`config.mk`:
```
export PLATFORM = sky130hd
export DESIGN_NAME = mul_div_unit
export DESIGN_NICKNAME = d
export VERILOG_FILES = /design/src/rtl/alu_ops_pkg.sv /design/src/rtl/md_cond_neg.sv /design/src/rtl/mul_div_unit.sv
export SDC_FILE = /design/constraint.sdc
export NUM_CORES = 1
export LEC_CHECK = 0
export CAP_MARGIN = 20
export CORE_MARGIN = 2
export CORE_UTILIZATION = 30
export CTS_CLUSTER_DIAMETER = 100
export DETAILED_ROUTE_END_ITERATION = 16
export HOLD_SLACK_MARGIN = 0.1
export PLACE_DENSITY = 0.58
export SLEW_MARGIN = 20
export SYNTH_ARGS = -nofsm -noshare
export SYNTH_HDL_FRONTEND = slang
export SYNTH_SLANG_ARGS = --single-unit
```
`constraint.sdc`:
```
create_clock -name clk -period 6.3 [get_ports clk]
set_input_delay 0.63 -clock clk [delete_from_list [all_inputs] [get_ports clk]]
set_output_delay 0.63 -clock clk [all_outputs]
set_load 0.01 [all_outputs]
```
`src/rtl/alu_ops_pkg.sv`:
```
// Shared ALU long-op codes, multiply/divide FSM states and latched request flags.
package alu_ops_pkg;

   localparam logic [3:0] ALU_MULTU = 4'b1100;
   localparam logic [3:0] ALU_DIVU  = 4'b1101;
   localparam logic [3:0] ALU_MULT  = 4'b1110;
   localparam logic [3:0] ALU_DIV   = 4'b1111;

   typedef enum logic [1:0] {
      IDLE = 2'd0,
      CALC = 2'd1,
      FIX  = 2'd2
   } md_state_e;

   // Per-request flags captured on the start edge.
   typedef struct packed {
      logic is_div;   // divide (else multiply)
      logic sign_q;   // product / quotient must be negated
      logic sign_r;   // remainder must be negated (dividend sign)
      logic dz;       // divide by zero
      logic ovf;      // signed most-negative / -1
   } md_op_t;

endpackage

```
`src/rtl/md_cond_neg.sv`:
```
// Conditional two's-complement negate: y_c = neg ? -a : a.
module md_cond_neg #(
   parameter int unsigned WIDTH = 32
) (
   input  logic [WIDTH-1:0] a,
   input  logic             neg,
   output logic [WIDTH-1:0] y_c
);

   // Invert-and-increment when negation is requested.
   always_comb begin
      y_c = a;
      if (neg) y_c = ~a + WIDTH'(1);
   end

endmodule

```
`src/rtl/mul_div_unit.sv`:
```
// Multi-cycle multiply/divide engine: one bit per clock, HI/LO result with done strobe.
module mul_div_unit
   import alu_ops_pkg::*;
#(
   parameter int unsigned WIDTH = 32
) (
   input  logic             clk,
   input  logic             rst_n,
   input  logic             start,
   input  logic [3:0]       control,
   input  logic [WIDTH-1:0] in1,
   input  logic [WIDTH-1:0] in2,
   output logic             busy,
   output logic             done,
   output logic [WIDTH-1:0] out1,
   output logic [WIDTH-1:0] out2,
   output logic             o,
   output logic             z
);

   localparam int unsigned CNT_W = (WIDTH > 1) ? $clog2(WIDTH) : 1;

   md_state_e          state, state_nxt;
   logic [CNT_W-1:0]   cnt;
   md_op_t             op;
   logic [WIDTH:0]     rem;    // MUL: high accumulator; DIV: partial remainder (with borrow bit)
   logic [WIDTH-1:0]   mq;     // MUL: multiplier -> product low; DIV: dividend -> quotient
   logic [WIDTH-1:0]   dsr;    // multiplicand / divisor magnitude

   logic               is_div_c, is_sgn_c, s1_c, s2_c, accept_c, last_c;
   logic [WIDTH-1:0]   abs1_c, abs2_c;
   logic [WIDTH:0]     mul_sum_c, div_shift_c, div_diff_c;
   logic               div_ok_c;
   logic [2*WIDTH-1:0] prod_fix_c;
   logic [WIDTH-1:0]   quot_fix_c, rem_fix_c, fix_hi_c, fix_lo_c;

   assign is_div_c = control inside {ALU_DIVU, ALU_DIV};
   assign is_sgn_c = control inside {ALU_MULT, ALU_DIV};
   assign s1_c     = is_sgn_c & in1[WIDTH-1];
   assign s2_c     = is_sgn_c & in2[WIDTH-1];
   assign accept_c = (state == IDLE) && start && (control[3:2] == 2'b11);
   assign last_c   = (cnt == CNT_W'(WIDTH-1));

   md_cond_neg #(.WIDTH(WIDTH)) u_abs1 (.a(in1), .neg(s1_c), .y_c(abs1_c));
   md_cond_neg #(.WIDTH(WIDTH)) u_abs2 (.a(in2), .neg(s2_c), .y_c(abs2_c));

   md_cond_neg #(.WIDTH(2*WIDTH)) u_fix_prod (
      .a({rem[WIDTH-1:0], mq}), .neg(op.sign_q), .y_c(prod_fix_c));
   md_cond_neg #(.WIDTH(WIDTH)) u_fix_quot (.a(mq), .neg(op.sign_q), .y_c(quot_fix_c));
   md_cond_neg #(.WIDTH(WIDTH)) u_fix_rem  (.a(rem[WIDTH-1:0]), .neg(op.sign_r), .y_c(rem_fix_c));

   // One iteration step: shift-add for MUL, restoring shift-subtract for DIV.
   always_comb begin
      mul_sum_c   = rem + (mq[0] ? {1'b0, dsr} : (WIDTH+1)'(0));
      div_shift_c = {rem[WIDTH-1:0], mq[WIDTH-1]};
      div_diff_c  = div_shift_c - {1'b0, dsr};
      div_ok_c    = ~div_diff_c[WIDTH];
   end

   // Sign fix-up and divide-by-zero override of the final result.
   always_comb begin
      fix_hi_c = prod_fix_c[2*WIDTH-1:WIDTH];
      fix_lo_c = prod_fix_c[WIDTH-1:0];
      if (op.is_div) begin
         fix_hi_c = rem_fix_c;
         fix_lo_c = op.dz ? '1 : quot_fix_c;
      end
   end

   // State register.
   always_ff @(posedge clk or negedge rst_n) begin
      if (!rst_n) state <= IDLE;
      else        state <= state_nxt;
   end

   // Next-state logic.
   always_comb begin
      state_nxt = state;
      case (state)
         IDLE:    if (accept_c) state_nxt = CALC;
         CALC:    if (last_c)   state_nxt = FIX;
         FIX:     state_nxt = IDLE;
         default: state_nxt = IDLE;
      endcase
   end

   // Operand latch, iteration datapath and registered outputs.
   always_ff @(posedge clk or negedge rst_n) begin
      if (!rst_n) begin
         cnt  <= '0;
         op   <= '0;
         rem  <= '0;
         mq   <= '0;
         dsr  <= '0;
         busy <= 1'b0;
         done <= 1'b0;
         out1 <= '0;
         out2 <= '0;
         o    <= 1'b0;
         z    <= 1'b0;
      end else begin
         done <= 1'b0;
         case (state)
            IDLE: begin
               if (accept_c) begin
                  busy      <= 1'b1;
                  cnt       <= '0;
                  op.is_div <= is_div_c;
                  op.sign_q <= s1_c ^ s2_c;
                  op.sign_r <= s1_c;
                  op.dz     <= is_div_c && (in2 == '0);
                  op.ovf    <= is_div_c && is_sgn_c && (in2 == '1) &&
                               (in1 == {1'b1, (WIDTH-1)'(0)});
                  rem       <= '0;
                  mq        <= abs1_c;
                  dsr       <= abs2_c;
               end
            end
            CALC: begin
               cnt <= cnt + CNT_W'(1);
               if (op.is_div) begin
                  rem <= div_ok_c ? div_diff_c : div_shift_c;
                  mq  <= {mq[WIDTH-2:0], div_ok_c};
               end else begin
                  rem <= {1'b0, mul_sum_c[WIDTH:1]};
                  mq  <= {mul_sum_c[0], mq[WIDTH-1:1]};
               end
            end
            FIX: begin
               out1 <= fix_hi_c;
               out2 <= fix_lo_c;
               o    <= op.dz | op.ovf;
               z    <= (fix_hi_c == '0) && (fix_lo_c == '0);
               done <= 1'b1;
               busy <= 1'b0;
            end
            default: ;
         endcase
      end
   end

endmodule

```
# Word level (Yosys, flattened, before mapping)
# Cells that the tools add are included.
# word_totals
elab_cells,88
out_inout_bits,68
in_bits,71
regBits,177
# op_classes
n_eq_ne,11
reduce_logical,19
bitwise,10
mux,24
add_sub_neg,8
# op_table
operator,count
$mux W32,10
$add A32 B1 Y32 const B,4
$not A32 Y32,4
$mux W33,3
$logic_not A32 Y1,3
$pmux W33 S2,1
$add A64 B1 Y64 const B,1
$eq A32 B32 Y1 const B,2
$mux W64,1
$not A64 Y64,1
$pmux W32 S2,1
$add A33 B32 Y33,1
$sub A33 B32 Y33,1
$eq A4 B4 Y1 const B,3
$pmux W5 S2,1
$reduce_and A2 Y1,4
$reduce_bool A2 Y1,4
$logic_and A1 B1 Y1,7
$add A5 B1 Y5 const B,1
$eq A5 B5 Y1 const B,1
$mux W5,1
$eq A2 B2 Y1 const B,2
$mux W2,2
$ne A2 B2 Y1 const B,2
9 further kinds,11

# Longest topological paths before layout
# logic_depth
ltp_word,7
ltp_mapped,18
ltp_nobuf,17

# Cells and area by module
# Synthesis repeated with hierarchy kept, for this count alone.
# hier_totals
hier_cells,2110
area_unflattened_um2,17204.0
# modules_own_cells
mod,cells_each,area_each_um2,seq_area_each_um2,n_inst
mul_div_unit,1508,12446.9,4429.2,1
md_cond_neg at u_abs1 ...,99,777.0,0.0,4
md_cond_neg at u_fix_prod,206,1649.1,0.0,1

# Worst setup path before layout
# Ideal clock, no wire load.
# synth_timing
path_kind,register to register
startpoint,reg rem[16]
endpoint,reg rem[25]
required_ns,6.178
setup_ns,0.122
stages_incl_launch_ff,16
arrival_time_ns,3.915
slack_ns,2.264
n_path_buf,3
synth_period_minus_slack_ns,4.036
cell_sequence,dfrtp_1 ha_1 clkbuf_1 a2111oi_0 a32oi_1 a21o_1 o2111ai_1 and3b_1 o21ai_0 a211oi_1 nor2_1 ha_1 buf_1 clkbuf_1 nand3_1 a32o_1
# synth_between
elab_chain_len,4
word_cells_on_any_way,5
classes_between,add/sub: 2; mux: 3
# synth_rtl
item,line,source
start: declaration,mul_div_unit.sv:26,logic [WIDTH:0] rem;
start signal: assignment,mul_div_unit.sv:122,rem <= div_ok_c ? div_diff_c : div_shift_c;
start signal: assignment,mul_div_unit.sv:125,"rem <= {1'b0, mul_sum_c[WIDTH:1]};"
$sub A33 B32 Y33,mul_div_unit.sv:56,"div_diff_c = div_shift_c - {1'b0, dsr};"
$mux W33,mul_div_unit.sv:122,
$mux W33 (*),mul_div_unit.sv:121,if (op.is_div) begin
$pmux W33 S2 (*),mul_div_unit.sv:103,case (state)
# Every way passes the cells marked *; elsewhere a longest branch is shown, timed or not.
# A chain may end at the register's enable or synchronous reset.

# Worst setup path after layout
# layout_timing
startpoint,reg mq[31]
endpoint,reg rem[28]
# layout_between
elab_chain_len,4
# layout_rtl
item,line,source
start: declaration,mul_div_unit.sv:27,logic [WIDTH-1:0] mq;
start signal: assignment,mul_div_unit.sv:115,mq <= abs1_c;
start signal: assignment,mul_div_unit.sv:123,"mq <= {mq[WIDTH-2:0], div_ok_c};"
start signal: assignment,mul_div_unit.sv:126,"mq <= {mul_sum_c[0], mq[WIDTH-1:1]};"
$sub A33 B32 Y33,mul_div_unit.sv:56,
$mux W33,mul_div_unit.sv:122,
$mux W33,mul_div_unit.sv:121,
$pmux W33 S2,mul_div_unit.sv:103,
# Every way passes these cells.

==> metrics.csv <==
metric;value;unit
routed_wirelength;51.7;mm
static-leakage-power;7.07;nW
count_of_max_cap_constraint_violations;0;
gr-total-overflow;0;
worstSetupPathType;flop to flop;
p_sw;5.13;mW
holdCritPathClass;input pin to async pin;
sequentialPowerShare;22.8;%
post_cts_hold_buffer_count;0;
fin_total_pwr;9.85;mW
share_comb_of_total_power;66.0;%
crit_path_top_delay_cell;dfrtp_1;
crit_family;compound AO/OA/AOI/OAI gates;
grt-busiest-layer;met2;
postSynth.topFlopCell;dfrtp_1;
crit_path_max_incr_delay;0.46;ns
cts_tree;yes;
regToRegSetupSlack;1.25;ns
number_of_synthesized_flops_with_an_enable_pin;0;
grt_setup_unrepaired;false;
row_count;81;
detail_route.vias_per_cell;5.54;
p_int;4.72;mW
gr-usage-met1;30.0;%
clock_root_buffer;clkbuf_16;
reg2regPathDepth;17;
proportion_of_total_power_due_to_net_switching;52.0;%
grtUsageMet2;30.6;%
overall_global_routing_resource_usage;20.2;%
worstPathCellList;inv_1 -> ha_1 -> fa_1 -> nand2b_1 -> a21oi_1 -> o21ai_0 -> a211oi_1 -> o2111ai_1 -> and3b_1 -> o21ai_0 -> a211oi_1 -> nor2_1 -> ha_1 -> buf_4 -> nor2_1 -> a222oi_1 -> o221ai_1;
count_of_h_tree_levels_built_during_cts;4;
post-route-period-util;80.2;%
postPlaceCellArea;16700;um2
worst_path_buf_inv;2;
fillCellCount;5108;
final.setup.worst_slack;1.25;ns
crit_path_max_fo;28;
cts_post_setup_buffers_inserted;0;
synthCells;1900;
clkLatencyLatePin;0.46;ns
cts_buffers;17;
antenna_found_initial;0;
die_area;51500;um2
finalSetupViolCount;0;
clkSinkCount;177;
detailed_place_hpwl;39.8;mm
fin_worst_skew;0.0144;ns
num_antenna_cells;0;
port-buffer-count;138;
syn-mean-instance-area;7.84;um2
setup.worst_path.start_class;flop;
netlist-cell-type-count;83;
peakVddDrop;278;uV
final_net_count;2099;
power.share.clock;11.2;%
synth_fp_nets;2045;
cts-resized-gates;0;
power.density;568;nW/um2
routed-via-count;14600;
fin_tns_setup;0;ns
worst_setup_path_end_kind;flop;
ys_ff_latch;177;
synthTopCellsByArea;dfrtp_1 30%, ha_1 6.0%, o21ai_0 5.7%;
async_reset_ff_share;100;%
multi_input_comb_area;9670;um2
drt_pass1_iterations;5;
worst-endpoint-required;6.60;ns
drt-wirelength-per-cell;19.6;um
final_design_area_no_fill;17300;um2
place.gp.congestion;0.942;
maxClockFrequency;198;MHz
grt_start_max_net_pins;121;
worst_slew_margin_rel;31.6;%
synthDominantAreaCellType;dfrtp_1;
worst_setup_hold_path_clk_slew;0.07;ns
synth_area;14900;um2
wp_data_arrival;5.36;ns
core_area;49000;um2
die-height;227;um
synth_top_cell_area_share;29.7;%
drt_iter0_markers;1494;
worstReg2RegEnd;rem[28];
fraction_of_final_layout_cells_with_drive_strength_greater_than_1;4.37;%
seqCellArea;4430;um2
syn_to_final_growth;16.4;%
worstMarginPinSlew;1.02;ns
report.final.hold_viol_count;0;
post_layout_minimum_cycle_time;5.05;ns
detail_route.drc_violations;0;
synth.yosys.seq_area_share;29.7;%
pre_cts_slack;1.36;ns
synth_warnings;0;
antenna_violating_nets_post_route;0;
initial_core_util;30.4;%
clock_path_buffers;2;
worst_r2r_startpoint;mq[31];
grt_pass1_wl;81.1;mm
final_count_of_pins_violating_max_slew;0;
global_route.usage.met3;2.77;%
fin_worst_hold_slack;0.141;ns
run_status;completed;
grt_pass1_vias;13900;
die_width;227;um
boundaryPins;139;
stage by stage:
| step | std cells | utilization (%) |
|---|---|---|
| 6_report | 2631 | 35.4 |
| 5_1_grt | 2631 | 35.4 |
| 4_1_cts | 2631 | 35.4 |
| 3_5_place_dp | 2599 | 34.2 |
| 3_3_place_gp | 2599 | 34.2 |
| 2_1_floorplan | 1900 | - |
worst register-to-register path, delay by kind of cell, from the launching register on:
kind	cells	cell delay (ns)
flip-flops	1	0.46
AO/OA/AOI/OAI	8	1.95
adder cells (fa/ha/maj)	3	1.11
buffers and inverters	2	0.55
AND/OR/NAND/NOR	4	0.83
registers in the layout, indices dropped and copies added (netlist names):
name,cells
busy,1
cnt,5
done,1
dsr,32
mq,32
o,1
op,5
out1,32
out2,32
rem,33
state,2
z,1
synthesized netlist by cell type, types with 9 or more instances:
cell and count:
nor2_1 200, nand2_1 179, dfrtp_1 177, o21ai_0 171, a21oi_1 169, clkbuf_1 104
xor2_1 81, xnor2_1 74, ha_1 72, inv_1 66, mux2i_1 51, nor3_1 45
a21o_1 39, nand4_1 38, a31oi_1 36, a211oi_1 35, nand3_1 35, nor4_1 32
or3_1 26, o31ai_1 25, nand2b_1 21, and2_1 16, and3_1 16, nor2b_1 13
o21a_1 9, or4_1 9
power by group through the flow:
stage | registers, mW | clock network, mW | logic [mW]
floorplan | 1.86 | 0 | 4.86
global placement | 2.22 | 0 | 6.32
detailed placement | 2.25 | 0 | 6.37
CTS | 2.22 | 1.12 | 6.39
global route | 2.31 | 1.17 | 7.13
finish | 2.25 | 1.10 | 6.50
kinds of logic after synthesis:
kind of cell / after synthesis / synth area share (%)
AOI/OAI and AO/OA: 577 / 23.8
muxes: 54 / 3.65
buffers and inverters: 192 / 5.48
DFF: 177 / 29.7
adders and majority gates: 74 / 6.32
xor gates and xnor gates: 156 / 9.22
and+or+nand+nor: 670 / 21.8
cell usage in the layout (no fill, tap or decap), types with 25 or more instances in the layout:
| cell | instances |
|---|---|
| nor2_1 | 200 |
| nand2_1 | 178 |
| dfrtp_1 | 176 |
| o21ai_0 | 171 |
| a21oi_1 | 169 |
| clkdlybuf4s50_1 | 137 |
| xor2_1 | 81 |
| xnor2_1 | 74 |
| ha_1 | 72 |
| inv_1 | 66 |
| mux2i_1 | 51 |
| nor3_1 | 45 |
| a21o_1 | 39 |
| nand4_1 | 38 |
| a31oi_1 | 36 |
| nand3_1 | 35 |
| a211oi_1 | 35 |
| nor4_1 | 32 |
| or3_1 | 26 |
| o31ai_1 | 25 |
cell type report:
type,instances,area share (%)
timing repair buffer,160,9.00
clock buffer,19,2.56
tap,664,4.79
multi-input combinational,1531,55.8
sequential,177,25.6
clock inverter,13,0.866
inverter,67,1.45
worst max-delay path by stage:
stage / from / to / slack, ns / cells past startpoint
after global placement: mq[31] / rem[31] / 1.55 / 17
after CTS: mq[31] / rem[28] / 1.33 / 17
final: mq[31] / rem[28] / 1.25 / 17
after detailed placement: mq[31] / rem[31] / 1.36 / 17
after global routing: mq[31] / rem[28] / 0.90 / 17
after floorplan: rem[16] / rem[25] / 2.26 / 15
per-layer routing:
| metal | up-vias | share of wire, % |
|---|---|---|
| li1 | 6979 | - |
| met1 | 7005 | 49 |
| met2 | 521 | 43 |
| met3 | 59 | 6.3 |
| met4 | 0 | 1.6 |
| met5 | - | 0 |
(Power assumes the default switching activity.)
